**config.mk**
```make
export PLATFORM = sky130hd
export DESIGN_NAME = spi_slave_rx_flat
export DESIGN_NICKNAME = d
export VERILOG_FILES = /design/src/rtl/spi_slave_rx_if.sv /design/src/rtl/spi_slave_rx.sv /design/src/flat_wrapper.sv
export SDC_FILE = /design/constraint.sdc
export NUM_CORES = 1
export LEC_CHECK = 0
export CAP_MARGIN = 20
export CELL_PAD_IN_SITES_DETAIL_PLACEMENT = 1
export CELL_PAD_IN_SITES_GLOBAL_PLACEMENT = 1
export CORE_MARGIN = 2
export CORE_UTILIZATION = 37
export DETAILED_ROUTE_END_ITERATION = 10
export PLACE_DENSITY_LB_ADDON = 0.1
export RECOVER_POWER = 100
export SETUP_SLACK_MARGIN = 0.2
export SKIP_LAST_GASP = 1
export SLEW_MARGIN = 20
export SYNTH_ARGS = -nofsm -noshare
export SYNTH_HDL_FRONTEND = slang
export SYNTH_SLANG_ARGS = --single-unit
```
**constraint.sdc**
```tcl
create_clock -name clk -period 1.53 [get_ports clk]
set_input_delay 0.459 -clock clk [delete_from_list [all_inputs] [get_ports clk]]
set_output_delay 0.459 -clock clk [all_outputs]
set_load 0.01 [all_outputs]
```
**src/rtl/spi_slave_rx_if.sv**
```systemverilog
// spi_slave_rx_if: SPI pins plus the valid/ready holding-register port of spi_slave_rx.
// slave  = the receiver's view (spi_slave_rx itself).
// master = the environment's view (pad ring driving SPI, consumer reading words).
interface spi_slave_rx_if #(
  parameter int DATA_WIDTH = 8
);
  logic                  sclk;
  logic                  ss_n;
  logic                  mosi;
  logic                  rx_ready;
  logic [DATA_WIDTH-1:0] rx_data;
  logic                  rx_valid;
  logic                  overrun;
  logic                  frame_err;
  logic                  parity_err;
  logic                  busy;

  modport slave (
    input  sclk, ss_n, mosi, rx_ready,
    output rx_data, rx_valid, overrun, frame_err, parity_err, busy
  );

  modport master (
    output sclk, ss_n, mosi, rx_ready,
    input  rx_data, rx_valid, overrun, frame_err, parity_err, busy
  );
endinterface

```
**src/rtl/spi_slave_rx.sv**
```systemverilog
// spi_slave_rx: SPI mode-0 peripheral receiver, oversampled on clk.
// SCLK, ss_n and MOSI are synchronized (2 flops) plus one history flop, edges
// are detected in the clk domain, and words are deserialized into a
// valid/ready holding register.
// Optional feature macro: SPI_RX_PARITY_EN -- each word carries a trailing
// even-parity bit that is checked and stripped before delivery.
module spi_slave_rx #(
  parameter int DATA_WIDTH = 8,
  parameter bit LSB_FIRST  = 1'b0
) (
  input  logic           clk,
  input  logic           rst,
  spi_slave_rx_if.slave  bus
);

`ifdef SPI_RX_PARITY_EN
  localparam int WORD_BITS = DATA_WIDTH + 1;
`else
  localparam int WORD_BITS = DATA_WIDTH;
`endif
  localparam int CNT_W = $clog2(WORD_BITS);
  localparam logic [CNT_W-1:0] LAST_BIT = CNT_W'(WORD_BITS - 1);

  typedef enum logic {
    IDLE = 1'b0,
    RECV = 1'b1
  } state_t;

  state_t state, state_d;

  // Synchronizer and history flops.
  logic sclk_meta, sclk_sync, sclk_hist;
  logic ss_meta,   ss_sync,   ss_hist;
  logic mosi_meta, mosi_sync;

  logic sclk_rise, ss_fall, ss_rise;

  logic [CNT_W-1:0]     bit_cnt, cnt_d;
  logic [WORD_BITS-1:0] shreg, shift_in;
  logic [DATA_WIDTH-1:0] word_data;

  logic shift_en, commit, frame_abort;

  logic [DATA_WIDTH-1:0] rx_data_q;
  logic rx_valid_q, overrun_q, frame_err_q;

  // Bring the asynchronous SPI pins into the clk domain and keep one cycle of history for edge detection.
  always_ff @(posedge clk or negedge rst) begin
    if (!rst) begin
      sclk_meta <= 1'b0;
      sclk_sync <= 1'b0;
      sclk_hist <= 1'b0;
      ss_meta   <= 1'b1;
      ss_sync   <= 1'b1;
      ss_hist   <= 1'b1;
      mosi_meta <= 1'b0;
      mosi_sync <= 1'b0;
    end else begin
      sclk_meta <= bus.sclk;
      sclk_sync <= sclk_meta;
      sclk_hist <= sclk_sync;
      ss_meta   <= bus.ss_n;
      ss_sync   <= ss_meta;
      ss_hist   <= ss_sync;
      // MOSI has the same two-flop depth as SCLK so the sampled bit lines up with sclk_rise.
      mosi_meta <= bus.mosi;
      mosi_sync <= mosi_meta;
    end
  end

  assign sclk_rise = sclk_sync & ~sclk_hist;
  assign ss_fall   = ~ss_sync & ss_hist;
  assign ss_rise   = ss_sync & ~ss_hist;

  // Shift register contents after accepting the current MOSI bit.
  always_comb begin
    if (LSB_FIRST) begin
      shift_in = {mosi_sync, shreg[WORD_BITS-1:1]};
    end else begin
      shift_in = {shreg[WORD_BITS-2:0], mosi_sync};
    end
  end

  // Data field of the completed word; any parity bit sits at the end of the received sequence.
  assign word_data = LSB_FIRST ? shift_in[DATA_WIDTH-1:0]
                               : shift_in[WORD_BITS-1:WORD_BITS-DATA_WIDTH];

  // FSM state register.
  always_ff @(posedge clk or negedge rst) begin
    if (!rst) begin
      state <= IDLE;
    end else begin
      state <= state_d;
    end
  end

  // Next-state and control decode: shift first, then judge ss_rise against the post-shift count.
  always_comb begin
    // NOTE: every output of this block gets a default first, so no path leaves one unassigned and no latch is inferred.
    state_d     = state;
    cnt_d       = bit_cnt;
    shift_en    = 1'b0;
    commit      = 1'b0;
    frame_abort = 1'b0;
    unique case (state)
      IDLE: begin
        cnt_d = '0;
        if (ss_fall) begin
          state_d = RECV;
        end
      end
      RECV: begin
        if (sclk_rise) begin
          shift_en = 1'b1;
          if (bit_cnt == LAST_BIT) begin
            commit = 1'b1;
            cnt_d  = '0;
          end else begin
            cnt_d = bit_cnt + CNT_W'(1);
          end
        end
        // NOTE: blocking assignments here are deliberate; cnt_d is read back below as the post-shift count.
        if (ss_rise) begin
          state_d = IDLE;
          if (cnt_d != '0) begin
            frame_abort = 1'b1;
            cnt_d       = '0;
          end
        end
      end
      default: state_d = IDLE;
    endcase
  end

  // Bit counter, shift register, holding register and single-cycle status pulses.
  always_ff @(posedge clk or negedge rst) begin
    if (!rst) begin
      bit_cnt     <= '0;
      shreg       <= '0;
      rx_data_q   <= '0;
      rx_valid_q  <= 1'b0;
      overrun_q   <= 1'b0;
      frame_err_q <= 1'b0;
    end else begin
      bit_cnt     <= cnt_d;
      overrun_q   <= 1'b0;
      frame_err_q <= frame_abort;
      if (shift_en) begin
        shreg <= shift_in;
      end
      if (commit) begin
        if (!rx_valid_q || bus.rx_ready) begin
          rx_data_q  <= word_data;
          rx_valid_q <= 1'b1;
        end else begin
          overrun_q <= 1'b1;
        end
      end else if (rx_valid_q && bus.rx_ready) begin
        rx_valid_q <= 1'b0;
      end
    end
  end

`ifdef SPI_RX_PARITY_EN
  logic parity_err_q;

  // Even parity over data plus parity bit; flagged on every commit, delivered or not.
  always_ff @(posedge clk or negedge rst) begin
    if (!rst) begin
      parity_err_q <= 1'b0;
    end else begin
      parity_err_q <= commit & (^shift_in);
    end
  end

  assign bus.parity_err = parity_err_q;
`else
  assign bus.parity_err = 1'b0;
`endif

  assign bus.rx_data   = rx_data_q;
  assign bus.rx_valid  = rx_valid_q;
  assign bus.overrun   = overrun_q;
  assign bus.frame_err = frame_err_q;
  assign bus.busy      = (state == RECV);

endmodule

```
**src/flat_wrapper.sv**
```systemverilog
// flat-port wrapper written by rule: the top's interface ports become plain ports
module spi_slave_rx_flat 
#(
  parameter int DATA_WIDTH = 8,
  parameter bit LSB_FIRST  = 1'b0
)
  (clk, rst, bus_sclk, bus_ss_n, bus_mosi, bus_rx_ready, bus_rx_data, bus_rx_valid, bus_overrun, bus_frame_err, bus_parity_err, bus_busy);
  spi_slave_rx_if #(.DATA_WIDTH(DATA_WIDTH)) bus_i ();
  input  logic clk;
  input  logic rst;
  input wire logic [$bits(bus_i.sclk)-1:0] bus_sclk;
  input wire logic [$bits(bus_i.ss_n)-1:0] bus_ss_n;
  input wire logic [$bits(bus_i.mosi)-1:0] bus_mosi;
  input wire logic [$bits(bus_i.rx_ready)-1:0] bus_rx_ready;
  output wire logic [$bits(bus_i.rx_data)-1:0] bus_rx_data;
  output wire logic [$bits(bus_i.rx_valid)-1:0] bus_rx_valid;
  output wire logic [$bits(bus_i.overrun)-1:0] bus_overrun;
  output wire logic [$bits(bus_i.frame_err)-1:0] bus_frame_err;
  output wire logic [$bits(bus_i.parity_err)-1:0] bus_parity_err;
  output wire logic [$bits(bus_i.busy)-1:0] bus_busy;
  assign bus_i.sclk = bus_sclk;
  assign bus_i.ss_n = bus_ss_n;
  assign bus_i.mosi = bus_mosi;
  assign bus_i.rx_ready = bus_rx_ready;
  assign bus_rx_data = bus_i.rx_data;
  assign bus_rx_valid = bus_i.rx_valid;
  assign bus_overrun = bus_i.overrun;
  assign bus_frame_err = bus_i.frame_err;
  assign bus_parity_err = bus_i.parity_err;
  assign bus_busy = bus_i.busy;
  spi_slave_rx #(.DATA_WIDTH(DATA_WIDTH), .LSB_FIRST(LSB_FIRST)) u_core (.clk(clk), .rst(rst), .bus(bus_i));
endmodule
```
== Word-level counts from Yosys, hierarchy flattened ==
Index checks and enable logic that the tools add are counted.

* Register bits: 30
* Input port bits: 6
* Output and inout bits: 13

* Add/subtract/negate cells: 1
* Eq/ne operators: 2
* Muxes and demuxes: 22
* Bitwise gates (word level): 7
* Reductions and logical operators: 7

{| class="wikitable"
|+ Operators with widths
! kind !! number
|-
| 1-bit two-way mux || 15
|-
| 3-bit two-way mux || 5
|-
| 3-bit case mux with 2 select lines || 1
|-
| 1-bit NOT || 4
|-
| 2-bit AND reduction || 2
|-
| 3-bit by 1-bit adder with 3-bit output (second input constant) || 1
|-
| 1-bit AND || 3
|-
| 3-bit == test (second input constant) || 1
|-
| 3-bit nonzero test || 1
|-
| 2-bit != test (second input constant) || 1
|-
| 1-bit case mux with 2 select lines || 1
|-
| 2-bit nonzero test || 1
|-
| 1-bit logical AND || 1
|-
| 1-bit logical NOT || 1
|-
| 1-bit logical OR || 1
|}

== Depth between registers and ports, before layout ==
Gate-level depths: netlist of run 1.

* Depth after elaboration: 8
* Gate-level depth with buffers: 6
* Depth with buffers taken out: 5

== Worst setup path before layout of run 1 ==
OpenSTA, ideal clock, no wires.

* Path type: register to register
* Start: register u_core.bit_cnt[0]
* End: register u_core.frame_err_q, in the netlist u_core.bus.frame_err
* Data arrival time: 1,493 ps
* Data required time: 1,402 ps
* Path slack: -91 ps
* Stages on the path, launching flop included: 6
* Buffers on the path: 0
* Clock period less this slack: 1,621 ps
* Path through: dfrtp_1 > ha_1 > ha_1 > or4b_1 > o31ai_1 > a21oi_1

* Longest elaborated chain between the ends: 8
* Elaborated cells between the ends (all ways): 9
* Classes of those cells: add/sub: 1; eq/ne: 1; mux: 6; reduce/logical: 1

{| class="wikitable"
|+ RTL lines
! item !! line !! source
|-
| start, declared || spi_slave_rx.sv:38 || <nowiki>logic [CNT_W-1:0] bit_cnt, cnt_d;</nowiki>
|-
| start signal, assigned || spi_slave_rx.sv:145 || <nowiki>bit_cnt <= cnt_d;</nowiki>
|-
| 3-bit by 1-bit adder with 3-bit output / 3-bit == test (equally long branches) || spi_slave_rx.sv:119, spi_slave_rx.sv:115 ||
|-
| 3-bit two-way mux || spi_slave_rx.sv:115 || <nowiki>if (bit_cnt == LAST_BIT) begin</nowiki>
|-
| 3-bit two-way mux (*) || spi_slave_rx.sv:113 || <nowiki>if (sclk_rise) begin</nowiki>
|-
| 3-bit two-way mux (*) || spi_slave_rx.sv:105 || <nowiki>unique case (state)</nowiki>
|-
| 3-bit nonzero test (*) || spi_slave_rx.sv:125 || <nowiki>if (cnt_d != '0) begin</nowiki>
|-
| 1-bit two-way mux (*) || spi_slave_rx.sv:125 ||
|-
| 1-bit two-way mux (*) || spi_slave_rx.sv:123 || <nowiki>if (ss_rise) begin</nowiki>
|-
| 1-bit two-way mux (*) || spi_slave_rx.sv:105 ||
|-
| via u_core.frame_abort || spi_slave_rx.sv:42 || <nowiki>logic shift_en, commit, frame_abort;</nowiki>
|-
| end signal, assigned || spi_slave_rx.sv:147 || <nowiki>frame_err_q <= frame_abort;</nowiki>
|-
| end, declared || spi_slave_rx.sv:45 || <nowiki>logic rx_valid_q, overrun_q, frame_err_q;</nowiki>
|}

The timed path passes the listed nets; every way through them passes the cells marked *. The select of a mux whose other input is x is not followed.
A chain may end at the register's enable or synchronous reset.

== Worst setup path after layout of run 1 ==
* Start: register u_core.bit_cnt[1]
* End: register u_core.rx_data_q[5], in the netlist u_core.bus.rx_data[5]

* Longest elaborated chain between the ends: 5

{| class="wikitable"
|+ RTL lines
! item !! line !! source
|-
| 3-bit == test || spi_slave_rx.sv:115 ||
|-
| 1-bit two-way mux || spi_slave_rx.sv:115 ||
|-
| 1-bit two-way mux || spi_slave_rx.sv:113 ||
|-
| 1-bit two-way mux || spi_slave_rx.sv:105 ||
|-
| 2-bit AND reduction (no line) || n/a ||
|-
| end signal, assigned || spi_slave_rx.sv:153 || <nowiki>rx_data_q <= word_data;</nowiki>
|-
| end, declared || spi_slave_rx.sv:44 || <nowiki>logic [DATA_WIDTH-1:0] rx_data_q;</nowiki>
|}

No other way between the ends.

==> results of run 1 <==
through the flow:
step	setup slack (ps)	total power, mW
6_report	-66.4	1.72
5_1_grt	-134	1.81
4_1_cts	-127	1.75
3_5_place_dp	-380	1.14
3_3_place_gp	-311	1.13
2_1_floorplan	-4.11	1.06
final cells by class:
cell class              instances  area, µm²
fillers                       294       1310
flip-flops and latches         30        756
multi-input cells              38        397
repair buffers                 33        223
clock buffers                   7       45.0
well taps                      31       38.8
clock inverters                 1       30.0
inverters                       1       3.75
flip-flops by register name, indices dropped and copies added, names as in the netlist:
name,count
u_core.bus.busy,1
u_core.mosi_sync,1
u_core.ss_meta,1
u_core.sclk_meta,1
u_core.shreg,7
u_core.bus.rx_valid,1
u_core.bit_cnt,3
u_core.bus.rx_data,8
u_core.mosi_meta,1
u_core.ss_hist,1
u_core.bus.overrun,1
u_core.bus.frame_err,1
u_core.ss_sync,1
u_core.sclk_hist,1
u_core.sclk_sync,1
layout by cell type (no fill, tap or decap), drive strengths merged, types with 2 or more instances in the layout:
master,n
buf,24
mux2,15
dfrtp,27
dlygate4sd3,4
nor2b,2
mux2i,3
ha,2
clkbuf,11
nand2,2
dfstp,3
nor2,5
cells by family (layout without fill, tap and decap cells):
| group | count (synthesis) | count (layout) | share of synthesized area |
|---|---|---|---|
| AOI/OAI and AO/OA | 3 | 3 | 0.0158 |
| adders and majority gates | 3 | 3 | 0.0316 |
| buffers and inverters | 4 | 42 | 0.0237 |
| and+or+nand+nor | 13 | 13 | 0.0665 |
| muxes | 18 | 18 | 0.179 |
| DFF | 30 | 30 | 0.680 |
| other | 1 | 1 | 0.00338 |
where the power goes:
group	total, mW	internal, mW	switching (mW)
Combinational	0.169	0.105	0.0644
Sequential	0.962	0.893	0.0689
Clock	0.589	0.347	0.242
layer usage:
| layer | up-vias | global-route usage |
|---|---|---|
| met4 | 0 | 0.0487 |
| met5 | - | 0 |
| met3 | 2 | 0.0484 |
| met2 | 19 | 0.200 |
| li1 | 315 | - |
| met1 | 332 | 0.149 |
final timing paths:
check	from	endpoint	slack [ps]	cells past startpoint
worst max-delay path	u_core.bit_cnt[1]	u_core.bus.rx_data[5]	-70	6
min in group asynchronous	rst	u_core.bus.frame_err	450	1
max in group asynchronous	rst	u_core.sclk_sync	220	2
worst min-delay path	u_core.sclk_meta	u_core.sclk_sync	360	0
worst max register to register	u_core.bit_cnt[1]	u_core.bus.rx_data[5]	-70	6
worst min register to register	u_core.sclk_meta	u_core.sclk_sync	360	0
timing repair:
| item | CTS | global route |
|---|---|---|
| setup buffers | 4 | 5 |
| resized for setup | 52 | 3 |
| endpoints found under the setup margin | 21 | 18 |
| pin swaps | 2 | 1 |
==> run metrics, run 1 <==
Area Overhead vs Synth 34.5%; data arrival time of the worst path around 1800 ps; highest signal layer in the routed design met4; TritonCTS Sinks 30; number of antenna violations at the first check in global routing 0; number of routed nets with antenna violations 0; TritonCTS Buffers 5; power density over the cells between 1000 and 1500 mW/mm²; highest clock rate around 0.63 GHz; Primary FF master, synth sky130_fd_sc_hd__dfrtp_1; H-Tree Depth 2; GRT Total Usage 0.124; Yosys warnings 0; skew final approximately 8.4 ps; cell with the biggest individual delay on the critical path sky130_fd_sc_hd__dfrtp_1; Finished Layout Cells 141; Cell variety after synth 20; post-route clock period utilization 1.04; core footprint about 0.0028 mm²; overall die area between 0.003 and 0.004 mm²; final routed wire length divided by cell count 14.0 µm; number of global-route vias before repair ~670; number of storage elements in the synthesis netlist 30; placement-stage cell area between 0.001 and 0.0015 mm²; routed vias/inst 4.74; worst path bufs/invs 1; most numerous cell types in the synthesized netlist sky130_fd_sc_hd__dfrtp_1 (27), sky130_fd_sc_hd__mux2_2 (15), sky130_fd_sc_hd__nor2_1 (5); CP Capture Type register; count of pins over their slew limit 0; Critical Path Start Type register; total negative setup slack -550 ps; delay contributed by the slowest stage of the critical path around 400 ps; num ports 19; post-route worst hold slack approximately 360 ps; final weighted congestion in routability-driven placement approximately 0.7; number of core rows 19; Die Y 58.8 µm; post-synth top area cell sky130_fd_sc_hd__dfrtp_1; VDD IR max ~0.61 mV; count of flip-flops with a built-in enable after synthesis 0; amount of wire on met3 after detailed routing about 130 µm; Setup WS post-layout -66.4 ps; insertion delay of the later-clocked pin in the worst-skew pair around 310 ps; Final Hold Fails 0; wire length on met1 834 µm; cell types with the largest area share after synthesis sky130_fd_sc_hd__dfrtp_1 (61%), sky130_fd_sc_hd__mux2_2 (15%), sky130_fd_sc_hd__dfstp_2 (7.1%); peak fanout along the critical path 8; Min-Delay Path Class register to register; number of buffers inserted by hold repair at cts 0; cell leakage power 0.733 nW; number of inserted diodes 0; Total Wirelength roughly 2.0 mm; maximum buffer depth of the clock tree 2; effective utilization at floorplan 0.396; synthesized area per cell approximately 15 µm²; post-synthesis cell count ~70; global route total overflow 0; Met2 Routed Length between 1 and 1.5 mm; fraction of layout cells with a size suffix above 1 0.500; final critical path time including I/O delays and setup around 1600 ps; pin count of the biggest net entering global routing 14; worst slew margin relative to its limit 0.555; status finished with violations; data required time of the critical path between 1500 and 2000 ps; clock slew at reported path FFs about 90 ps; Post-route DRC 1; number of max-cap violations 0; fraction of registers with async set/reset 1.00; DR pass1 iterations 6; summed instance area of the synthesized netlist about 0.0011 mm²; endpoints failing setup 9; setup repair after global routing missed its margin true; total non-filler cell area in the finished layout about 0.0015 mm²; transition time of the tightest slew-check pin between 600 and 700 ps; Die Span X between 50 and 60 µm; area share of the largest cell type after synthesis 0.609; first-pass GRT wire length around 3 mm; post-detailed-placement half-perimeter wirelength approximately 1.4 mm; most instantiated library cell after synthesis sky130_fd_sc_hd__dfrtp_1; most used cell, CP sky130_fd_sc_hd__ha_4; violations in the final reports DRC, setup timing; fraction of the yosys area taken by sequential cells 0.680; TritonCTS clock tree done; count of nets after finishing 117; number of design-rule violations left by the first detailed-router iteration 8; category of cells accounting for the largest share of critical-path delay flip-flops; cell count after placement between 100 and 150; Worst Path Class, Setup register to register; post-route core utilization 0.532; post-synth net total 80; root buf cell sky130_fd_sc_hd__clkbuf_4; count of buffers from port buffering 17; total via count in the routed design between 600 and 700; critical path, cell by cell ha_4 -> ha_4 -> nand4b_1 -> nor2b_1 -> buf_6 -> mux2_4
Note: power is estimated with default switching activity, not from simulation.
==> inputs of run 2 (changes only) <==
CORE_UTILIZATION = 41   (was 37)
GPL_TIMING_DRIVEN = 1   (was unset)
clock period = 1.8 ns   (was 1.53 ns; I/O delays follow)
==> run 2 against run 1 <==
Effect of this change:
- the run now ends clean
- largest power group unchanged
- total power down 12%
- cell area down 0.75%
- critical path type unchanged
- global-route usage up 2.7 points
- hold slack worse by 2.3 ps
==> run metrics, run 2 (same netlist as run 1, synthesis figures left out) <==
skew final 17.2 ps (+8.77 ps); GRT Total Usage 0.151 (+0.0273); Worst Path Class, Setup register to register; Die Y 56.0 µm (-4.7%); total negative setup slack 0 ps (+550 ps); clock slew at reported path FFs 90 ps (about the same); Setup Slack @ Placement -116 ps (+264 ps); Final Hold Fails 0 (unchanged); num ports 19 (unchanged); transition time of the tightest slew-check pin 707 ps (+39.6 ps); critical path, cell by cell ha_1 -> ha_4 -> or4b_4 -> o31ai_4 -> a21oi_1; most frequent standard cell in the layout excluding fill and tap cells sky130_fd_sc_hd__dfrtp_1; core footprint 0.00252 mm² (-10%); number of antenna violations at the first check in global routing 0 (unchanged); Post-route DRC 0 (-1); data required time of the critical path 2010 ps (+280 ps); status complete, no violations; Total Wirelength 2.16 mm (+9.1%); overall die area 0.00314 mm² (-9.1%); worst reg2reg startpoint u_core.bit_cnt[0]; routed vias/inst 4.91 (+3.7%); count of pins over their slew limit 0 (unchanged); global route total overflow 0 (unchanged); cell with the biggest individual delay on the critical path sky130_fd_sc_hd__or4b_4; number of global-route vias before repair 727 (+9.2%); R2R setup slack 130 ps (+200 ps); Min-Delay Path Class register to register; maximum buffer depth of the clock tree 2 (unchanged); endpoints failing setup 0 (-9); DR pass1 iterations 3 (-3); depth of the worst register-to-register path 5 (-1); number of fillers in the final layout 252 (-14%); number of design-rule violations left by the first detailed-router iteration 10 (+2); H-Tree Depth 2 (unchanged); area taken by flip-flops and latches 754 µm² (-0.17%); TritonCTS Sinks 30 (unchanged); CP Capture Type register; count of buffers from port buffering 17 (unchanged); flip-flop count of the largest register after layout 8 (unchanged); destination of the critical timing path u_core.bus.frame_err; startpoint of the lowest-slack hold path u_core.mosi_meta; data arrival time of the worst path 1880 ps (+80 ps); Critical Path Start Type register; TritonCTS Buffers 5 (unchanged); number of max-cap violations 0 (unchanged); first-pass GRT wire length 3.47 mm (+14%); reg2reg end u_core.bus.frame_err; insertion delay of the later-clocked pin in the worst-skew pair 330 ps (+20 ps); root buf cell sky130_fd_sc_hd__clkbuf_4; effective utilization at floorplan 0.440 (+0.0444); number of core rows 18 (-1); Setup WS post-layout 130 ps (+197 ps); final critical path time including I/O delays and setup 1670 ps (+73.4 ps); Die Span X 56.0 µm (-4.7%); pin count of the biggest net entering global routing 31 (+17); final routed wire length divided by cell count 16.0 µm (+14%); total via count in the routed design 663 (-0.75%); cell leakage power 0.752 nW (+2.6%); power density over the cells 1020 mW/mm² (-12%); peak fanout along the critical path 2 (-6); count of nets after finishing 112 (-4.3%); post-route worst hold slack 355 ps (-2.31 ps); TritonCTS clock tree done; worst slew margin relative to its limit 0.529 (-0.0264); fraction of layout cells with a size suffix above 1 0.295 (-0.205); setup repair after global routing missed its margin true; VDD IR max 0.734 mV (+20%); origin of the worst setup path u_core.bit_cnt[0]; Area Overhead vs Synth 33.5%; number of routed nets with antenna violations 0 (unchanged); post-detailed-placement half-perimeter wirelength 1.31 mm (-5.1%); area occupied by multi-input gates 364 µm² (-8.2%); top library cells by usage in the layout, fill and taps aside sky130_fd_sc_hd__dfrtp_1 (27), sky130_fd_sc_hd__dlygate4sd2_1 (11), sky130_fd_sc_hd__mux2_2 (7), sky130_fd_sc_hd__buf_4 (7); highest clock rate 0.599 GHz (-4.4%); delay contributed by the slowest stage of the critical path 530 ps (+130 ps); final weighted congestion in routability-driven placement 0.633 (-8.2%); number of inserted diodes 0 (unchanged); post-route clock period utilization 0.928 (-0.116)
run 2: cell count changes in the layout (fill, tap and decap cells not counted), moves of 3 or more:
cell	previous run	this run
sky130_fd_sc_hd__dlygate4sd2_1	0	11
sky130_fd_sc_hd__buf_2	11	0
sky130_fd_sc_hd__mux2_4	8	2
sky130_fd_sc_hd__buf_4	12	7
sky130_fd_sc_hd__mux2_1	0	6
sky130_fd_sc_hd__clkbuf_1	5	2
run 2: through the flow:
| step | util | total power [mW] | cells | area (µm²) |
|---|---|---|---|---|
| after global routing | 0.587 | 1.59 | 135 | 1480 |
| after floorplan | - | 0.898 | 72 | 1110 |
| after detailed placement | 0.531 | 0.967 | 120 | 1340 |
| after global placement | 0.531 | 0.958 | 120 | 1340 |
| final | 0.587 | 1.51 | 135 | 1480 |
| after CTS | 0.579 | 1.52 | 130 | 1460 |
run 2: final cells by class:
cell class / instances / share of cell area
Tap cell: 30 / 0.0253
Timing Repair Buffer: 28 / 0.160
Clock inverter: 1 / 0.0203
Sequential cell: 30 / 0.509
Clock buffer: 7 / 0.0372
Multi-Input combinational cell: 38 / 0.246
Inverter: 1 / 0.00253
run 2: what timing repair did:
item	in CTS	in global routing
gates resized for setup	20	7
hold buffers	0	0
endpoints found under the setup margin	21	11
endpoints found under the hold margin	0	0
cloned	0	0
setup buffers	2	5
pin swaps	2	2
run 2: metal layers:
metal	vias up	part of all wire	wire, µm	global-route usage
li1	308	-	-	-
met1	337	0.43	923	0.177
met2	16	0.52	1110	0.237
met3	2	0.049	105	0.0674
met4	0	0.0070	15	0.0714
met5	-	0	0	0
run 2: critical path, delay by kind of cell, from the launching register on:
family,cells,cell delay (ps)
AO/OA/AOI/OAI,2,160
adder cells (fa/ha/maj),2,450
flip-flops,1,400
AND/OR/NAND/NOR,1,530
run 2: power by group:
part	leakage (nW)	total [mW]	switching, mW	internal (mW)
sequential	0.383	0.811	0.0525	0.758
combinational	0.324	0.141	0.0549	0.0865
clock	0.0455	0.554	0.223	0.332
total	0.752	1.51	0.330	1.18
run 2: how the worst min path moves through the flow:
| stage | cells after the start | end | slack, ps |
|---|---|---|---|
| after floorplan | 0 | u_core.bit_cnt[0] | 240 |
| after global placement | 0 | u_core.mosi_sync | 340 |
| after detailed placement | 0 | u_core.mosi_sync | 340 |
| after CTS | 0 | u_core.mosi_sync | 360 |
| after global routing | 0 | u_core.mosi_sync | 370 |
| final | 0 | u_core.mosi_sync | 350 |
